`config.mk`:
```
export PLATFORM = sky130hd
export DESIGN_NAME = object_spawner
export DESIGN_NICKNAME = d
export VERILOG_FILES = /design/src/rtl/game_pkg.sv /design/src/rtl/lfsr8.sv /design/src/rtl/object_spawner.sv
export SDC_FILE = /design/constraint.sdc
export NUM_CORES = 1
export LEC_CHECK = 0
export CAP_MARGIN = 30
export CORE_MARGIN = 3
export CORE_UTILIZATION = 54
export CTS_BUF_LIST = sky130_fd_sc_hd__clkbuf_4
export DETAILED_ROUTE_END_ITERATION = 12
export MAX_ROUTING_LAYER = met4
export PLACE_DENSITY = 0.79
export SLEW_MARGIN = 20
export SYNTH_ARGS = -nofsm -noshare
export SYNTH_HDL_FRONTEND = slang
export SYNTH_SLANG_ARGS = --single-unit
export TNS_END_PERCENT = 50
```
`constraint.sdc`:
```
create_clock -name clock -period 3 [get_ports clock]
set_input_delay 0.75 -clock clock [delete_from_list [all_inputs] [get_ports clock]]
set_output_delay 0.75 -clock clock [all_outputs]
set_load 0.03 [all_outputs]
```
`src/rtl/game_pkg.sv`:
```
// rtl/game_pkg.sv - shared types and constants for the LED-catch game
//
// Purpose: FSM state encoding for object_spawner, 8x8 matrix geometry,
//          LFSR feedback mask, default seed and a one-step LFSR helper.
// Ports:   none (package)
package game_pkg;

    typedef enum logic [2:0] {
        ST_IDLE   = 3'd0,
        ST_GAP    = 3'd1,
        ST_LAUNCH = 3'd2,
        ST_FALL   = 3'd3,
        ST_OVER   = 3'd4
    } state_t;

    localparam int COLS   = 8;
    localparam int ROWS   = 8;
    localparam int ADDR_W = 6;
    localparam int DATA_W = 8;

    // Taps 8,6,5,4 (1-based) -> state bits 7,5,4,3; maximal length, never 0.
    localparam logic [7:0] LFSR_TAPS    = 8'hB8;
    localparam logic [7:0] DEFAULT_SEED = 8'hA5;

    function automatic logic [7:0] lfsr_step(input logic [7:0] s);
        return {s[6:0], ^(s & LFSR_TAPS)};
    endfunction

endpackage

```
`src/rtl/lfsr8.sv`:
```
// rtl/lfsr8.sv - 8-bit Fibonacci LFSR with enable
//
// Purpose: pseudo-random source for object column/colour (and later the
//          player-colour randomiser).
// Ports:   clock   - system clock
//          resetn  - asynchronous active-low reset, loads SEED
//          enable  - advance one step on this edge
//          state   - current 8-bit LFSR value
module lfsr8
    import game_pkg::*;
#(
    parameter logic [7:0] SEED = DEFAULT_SEED
) (
    input  logic       clock,
    input  logic       resetn,
    input  logic       enable,
    output logic [7:0] state
);

    always_ff @(posedge clock or negedge resetn) begin
        if (!resetn) begin
            state <= SEED;
        end else if (enable) begin
            state <= lfsr_step(state);
        end
    end

endmodule

```
`src/rtl/object_spawner.sv`:
```
// rtl/object_spawner.sv - paces falling objects and keeps score/lives/level
//
// Purpose: launches one object at a time into dropping_object with a random
//          column and one-hot colour, waits for its landing result, tracks
//          score, lives and level, and shortens the inter-object gap per level.
// Ports:   clock, resetn           - clock, asynchronous active-low reset
//          start                   - pulse, starts a game from IDLE or OVER
//          pause                   - freezes gap and timeout counters
//          res_valid, res_hit      - landing result for the current object
//          drop_go                 - one-cycle launch pulse
//          drop_addr, drop_data    - start address {col,3'b000}, colour
//          drop_speed              - constant 1
//          score, lives, level     - game status
//          game_over, busy         - OVER state, LAUNCH/FALL states
module object_spawner
    import game_pkg::*;
#(
    parameter logic [15:0] GAP_BASE   = 16'd1000,
    parameter logic [15:0] GAP_STEP   = 16'd100,
    parameter logic [15:0] GAP_MIN    = 16'd50,
    parameter logic [7:0]  LEVEL_STEP = 8'd8,
    parameter logic [1:0]  LIVES      = 2'd3,
    parameter logic [15:0] TIMEOUT    = 16'd4096,
    parameter logic [7:0]  SEED       = DEFAULT_SEED
) (
    input  logic              clock,
    input  logic              resetn,
    input  logic              start,
    input  logic              pause,
    input  logic              res_valid,
    input  logic              res_hit,
    output logic              drop_go,
    output logic [ADDR_W-1:0] drop_addr,
    output logic [DATA_W-1:0] drop_data,
    output logic [5:0]        drop_speed,
    output logic [7:0]        score,
    output logic [1:0]        lives,
    output logic [2:0]        level,
    output logic              game_over,
    output logic              busy
);

    state_t state, state_nx;

    logic [15:0]       gap_cnt, gap_cnt_nx;
    logic [15:0]       to_cnt, to_cnt_nx;
    logic [7:0]        score_nx;
    logic [1:0]        lives_nx;
    logic [2:0]        level_nx;
    logic [ADDR_W-1:0] addr_nx;
    logic [DATA_W-1:0] data_nx;
    logic [7:0]        lfsr_q;
    logic              lfsr_unused;
    logic              done;
    logic              hit;

    lfsr8 #(.SEED(SEED)) u_lfsr (
        .clock  (clock),
        .resetn (resetn),
        .enable (1'b1),
        .state  (lfsr_q)
    );

    // Top two LFSR bits do not feed column or colour selection.
    assign lfsr_unused = ^lfsr_q[7:6];

    // Gap for a given level, clamped at GAP_MIN; an oversized reduction
    // (subtraction underflow) also yields GAP_MIN.
    function automatic logic [15:0] gap_for(input logic [2:0] lvl);
        logic [31:0] dec;
        logic [15:0] diff;
        dec = 32'(lvl) * 32'(GAP_STEP);
        if (dec >= {16'd0, GAP_BASE}) begin
            return GAP_MIN;
        end
        diff = GAP_BASE - dec[15:0];
        return (diff < GAP_MIN) ? GAP_MIN : diff;
    endfunction

    function automatic logic [2:0] level_of(input logic [7:0] s);
        logic [7:0] q;
        q = s / LEVEL_STEP;
        return (q > 8'd7) ? 3'd7 : q[2:0];
    endfunction

    always_ff @(posedge clock or negedge resetn) begin
        if (!resetn) begin
            state     <= ST_IDLE;
            gap_cnt   <= '0;
            to_cnt    <= '0;
            score     <= '0;
            lives     <= LIVES;
            level     <= '0;
            drop_addr <= '0;
            drop_data <= 8'h01;
        end else begin
            state     <= state_nx;
            gap_cnt   <= gap_cnt_nx;
            to_cnt    <= to_cnt_nx;
            score     <= score_nx;
            lives     <= lives_nx;
            level     <= level_nx;
            drop_addr <= addr_nx;
            drop_data <= data_nx;
        end
    end

    always_comb begin
        state_nx   = state;
        gap_cnt_nx = gap_cnt;
        to_cnt_nx  = to_cnt;
        score_nx   = score;
        lives_nx   = lives;
        level_nx   = level;
        addr_nx    = drop_addr;
        data_nx    = drop_data;
        done       = 1'b0;
        hit        = 1'b0;

        case (state)
            ST_IDLE, ST_OVER: begin
                if (start) begin
                    score_nx   = '0;
                    level_nx   = '0;
                    lives_nx   = LIVES;
                    gap_cnt_nx = gap_for(3'd0);
                    state_nx   = ST_GAP;
                end
            end

            ST_GAP: begin
                // Leaving on the count of 1 makes LAUNCH the (N+1)th cycle,
                // i.e. drop_go exactly N unpaused cycles after GAP entry.
                // Position and colour are latched on the entry edge so they
                // are already stable while drop_go is high.
                if (!pause) begin
                    if (gap_cnt <= 16'd1) begin
                        gap_cnt_nx = '0;
                        addr_nx    = {lfsr_q[2:0], 3'b000};
                        data_nx    = 8'h01 << lfsr_q[5:3];
                        state_nx   = ST_LAUNCH;
                    end else begin
                        gap_cnt_nx = gap_cnt - 16'd1;
                    end
                end
            end

            ST_LAUNCH: begin
                to_cnt_nx = TIMEOUT;
                state_nx  = ST_FALL;
            end

            ST_FALL: begin
                // A real result beats a coinciding timeout, and a result
                // cycle is never frozen by pause.
                if (res_valid) begin
                    done = 1'b1;
                    hit  = res_hit;
                end else if (!pause) begin
                    if (to_cnt <= 16'd1) begin
                        done      = 1'b1;
                        to_cnt_nx = '0;
                    end else begin
                        to_cnt_nx = to_cnt - 16'd1;
                    end
                end

                if (done) begin
                    if (hit) begin
                        if (score != 8'hFF) begin
                            score_nx = score + 8'd1;
                        end
                        level_nx   = level_of(score_nx);
                        // Gap follows the level that takes effect on this edge.
                        gap_cnt_nx = gap_for(level_nx);
                        state_nx   = ST_GAP;
                    end else if (lives <= 2'd1) begin
                        lives_nx = '0;
                        state_nx = ST_OVER;
                    end else begin
                        lives_nx   = lives - 2'd1;
                        gap_cnt_nx = gap_for(level);
                        state_nx   = ST_GAP;
                    end
                end
            end

            default: state_nx = ST_IDLE;
        endcase
    end

    assign drop_go    = (state == ST_LAUNCH);
    assign busy       = (state == ST_LAUNCH) || (state == ST_FALL);
    assign game_over  = (state == ST_OVER);
    assign drop_speed = 6'd1;

endmodule

```
==> impl_metrics.json <==
{
  "seq_area_frac_synth_pct": 39.1,
  "hold_class": "reg2reg",
  "post_dp_cell_area_um2": 4980,
  "numPortBuffers": 32,
  "startpoint_type": "flop",
  "path_max_fanout": 5,
  "path_delay_family": "compound AO/OA/AOI/OAI gates",
  "numCtsBuffers": 9,
  "ys_ff_latch": 67,
  "powerDensity_nw_per_um2": 738,
  "gr-total-overflow": 0,
  "die_w_um": 95.3,
  "syn_area_um2": 4310,
  "grt_max_degree": 36,
  "grt_pass1_wl_um": 17800,
  "crit_top_cell": "ha_4",
  "wl_per_cell_um": 16.5,
  "synth.area.top_cells": "dfrtp_1 (35%), ha_1 (6.4%), o21ai_0 (4.9%)",
  "final_common_cell": "dfrtp_1",
  "setup_slack_ns": -0.0782,
  "worstPathArrival_ns": 3.42,
  "core_area_um2": 7490,
  "rsz0062_at_grt": "yes",
  "violations": "setup timing",
  "slew_violations": 0,
  "required_ns": 3.34,
  "p_leak_nw": 2.23,
  "io_pins": 42,
  "synth_top_flop_cell": "dfrtp_1",
  "worst-r2r-cell-count": 13,
  "crit_path_cell_trace": "ha_4 > nand4_1 > a2111o_1 > a22oi_2 > inv_2 > ha_4 > ha_4 > nor3_2 > a21oi_1 > o311a_1 > nand2_2 > a31o_2 > a211o_1",
  "clk_latency_ns": 0.44,
  "tightest_slew_ns": 0.805,
  "max-vdd-ir-drop_v": 0.000565,
  "final-seq-area_um2": 1690,
  "route.detailed.drc": 0,
  "grt_pass1_vias": 3663,
  "maxSlewHeadroom_pct": 46.3,
  "n_antenna_cell": 0,
  "vias": 4009,
  "synth_top_area_cell": "dfrtp_1",
  "row_count": 31,
  "worstSetupPathType": "reg2reg",
  "async_flop_share_pct": 100,
  "multi_input_area_um2": 2560,
  "antenna_found_initial": 0,
  "final_hold_viol_count": 0,
  "die_area_um2": 9080,
  "viasPerCell": 6.08,
  "slowest_stage": "a2111o_1",
  "synth-edff-count": 0,
  "area_delta_synth_final_pct": 21.3,
  "pre_cts_slack_ns": -0.0109,
  "nets": 583,
  "yosys_warnings": 0,
  "cts.sinks": 67,
  "fillCellCount": 602,
  "fin_crit_sh_pct": 103,
  "avgSynthCellArea_um2": 8.72,
  "max_clock_freq_mhz": 325,
  "fin_setup_tns_ns": -0.105,
  "period_minus_slack_ns": 3.08,
  "whs_path_depth": 0,
  "ctsLongestPathBuffers": 2,
  "htree_levels": 3,
  "endpoint_kind": "flop",
  "worstSetupPathDepth": 13,
  "drive_gt1_share_pct": 19.5,
  "start_util_pct": 57.5,
  "drtIter0Drc": 280,
  "fp.dieH_um": 95.3,
  "dp_hpwl_um": 7900,
  "power_mw": 3.85,
  "status": "finished with violations",
  "setup_viol": 2,
  "synthesis.instances": 494,
  "skew_ns": 0.0231,
  "drt_wl_total_um": 10800,
  "antenna_left": 0,
  "cts_tree": "yes",
  "routabilityCongestion": 0.905,
  "clk_pin_slew_ns": 0.14,
  "max_cap_violations": 0,
  "drt_first_pass_iters": 5,
  "synth_cell_type_count": 65,
  "cts_root_buffer": "clkbuf_4",
  "track_usage_pct": 25.7,
  "path_buf_inv": 1,
  "synth_top_cell_area_share_pct": 34.9,
  "mostFrequentLayoutCells": "dfrtp_1 (53), nand2_1 (50), nor2_1 (45)",
  "postLayoutCellArea_um2": 5230,
  "cp_slowest_stage_delay_ns": 0.49
}
==> metrics by stage <==
step	std cells	hold slack, ns	utilization [%]
after floorplan	501	0.333	-
after global placement	639	0.341	66.6
after detailed placement	639	0.356	66.6
after CTS	655	0.387	68.6
after global routing	659	0.397	69.8
final	659	0.373	69.8
==> routing by layer <==
| layer | up-vias | track usage [%] | share of wire, % |
|---|---|---|---|
| met3 | 28 | 5.76 | 7.3 |
| met2 | 173 | 39.4 | 46 |
| met4 | 0 | 7.93 | 2.2 |
| met5 | - | - | 0 |
| li1 | 1902 | - | - |
| met1 | 1906 | 34.1 | 44 |
==> area by class of cell <==
cell class                      count  share of cell area (%)
Multi-Input combinational cell    385                    49.1
Timing Repair Buffer               71                    11.9
Tap cell                           99                    2.37
Inverter                           21                    1.51
Clock inverter                      7                    1.46
Clock buffer                        9                    1.29
Sequential cell                    67                    32.4
==> final timing paths <==
kind	start	slack [ns]	to
worst max-delay path	score[0]$_DFFE_PN0P_	-0.08	gap_cnt[1]$_DFFE_PN0P_
worst min-delay path	u_lfsr.state[6]$_DFF_PN0_	0.37	u_lfsr.state[7]$_DFF_PN1_
min in group asynchronous	resetn	0.39	gap_cnt[0]$_DFFE_PN0P_
worst min register to register	u_lfsr.state[6]$_DFF_PN0_	0.37	u_lfsr.state[7]$_DFF_PN1_
worst max register to register	score[0]$_DFFE_PN0P_	-0.08	gap_cnt[1]$_DFFE_PN0P_
max in group asynchronous	resetn	1.87	u_lfsr.state[0]$_DFF_PN1_
==> what timing repair did <==
action | 4_1_cts | 5_1_grt
setup endpoints to repair | 2 | 8
pin swaps | 1 | 9
setup buffers | 0 | 4
hold buffers | 0 | 0
cloned | 0 | 0
gates resized for setup | 2 | 18
==> power breakdown <==
group          switching (mW)  internal (mW)  total, mW
combinational            1.06          0.781       1.84
sequential              0.239           1.15       1.39
clock                   0.369          0.257      0.626
total                    1.66           2.19       3.85
==> cell usage after synthesis (all sizes together) (3+ instances only) <==
master and n:
a21oi 21, dfstp 7, clkbuf 16, or2 5, nor2b 4, a211oi 3
and3 6, o211ai 5, mux2 5, nor4 6, and2 4, a31oi 8
o31a 3, or4 7, xor2 7, inv 21, nand2 52, o31ai 8
buf 12, nand2b 4, nor2 47, o22ai 6, nand3 17, nor3 18
or3 11, dfrtp 60, a21boi 3, ha 22, o21ai 42, o41ai 8
xnor2 17
==> worst reg2reg max path, delay by kind of cell, from the launching register on <==
family / cells / cell delay (ns)
compound gates: 6 / 1.59
fa+ha+maj: 3 / 0.64
buf+inv: 1 / 0.11
flops: 1 / 0.41
simple gates: 3 / 0.24
==> registers in the layout, summed over array words and instances (netlist names), 3 cells and up <==
| signal | flops |
|---|---|
| drop_addr | 3 |
| gap_cnt | 16 |
| to_cnt | 16 |
| score | 8 |
| state | 3 |
| level | 3 |
| u_lfsr.state | 8 |
| drop_data | 8 |
==> logic make-up (layout without fill, tap and decap cells) <==
| group | count (synthesis) | after routing | share of synthesized area [%] |
|---|---|---|---|
| AOI/OAI and AO/OA | 130 | 130 | 20.1 |
| buffers and inverters | 49 | 108 | 5.08 |
| adders and majority gates | 22 | 22 | 6.39 |
| and+or+nand+nor | 195 | 195 | 22.9 |
| muxes | 5 | 5 | 1.31 |
| xor gates and xnor gates | 24 | 24 | 4.88 |
| other | 2 | 9 | 0.174 |
| DFF | 67 | 67 | 39.1 |
Note: power is estimated with default switching activity, not from simulation.
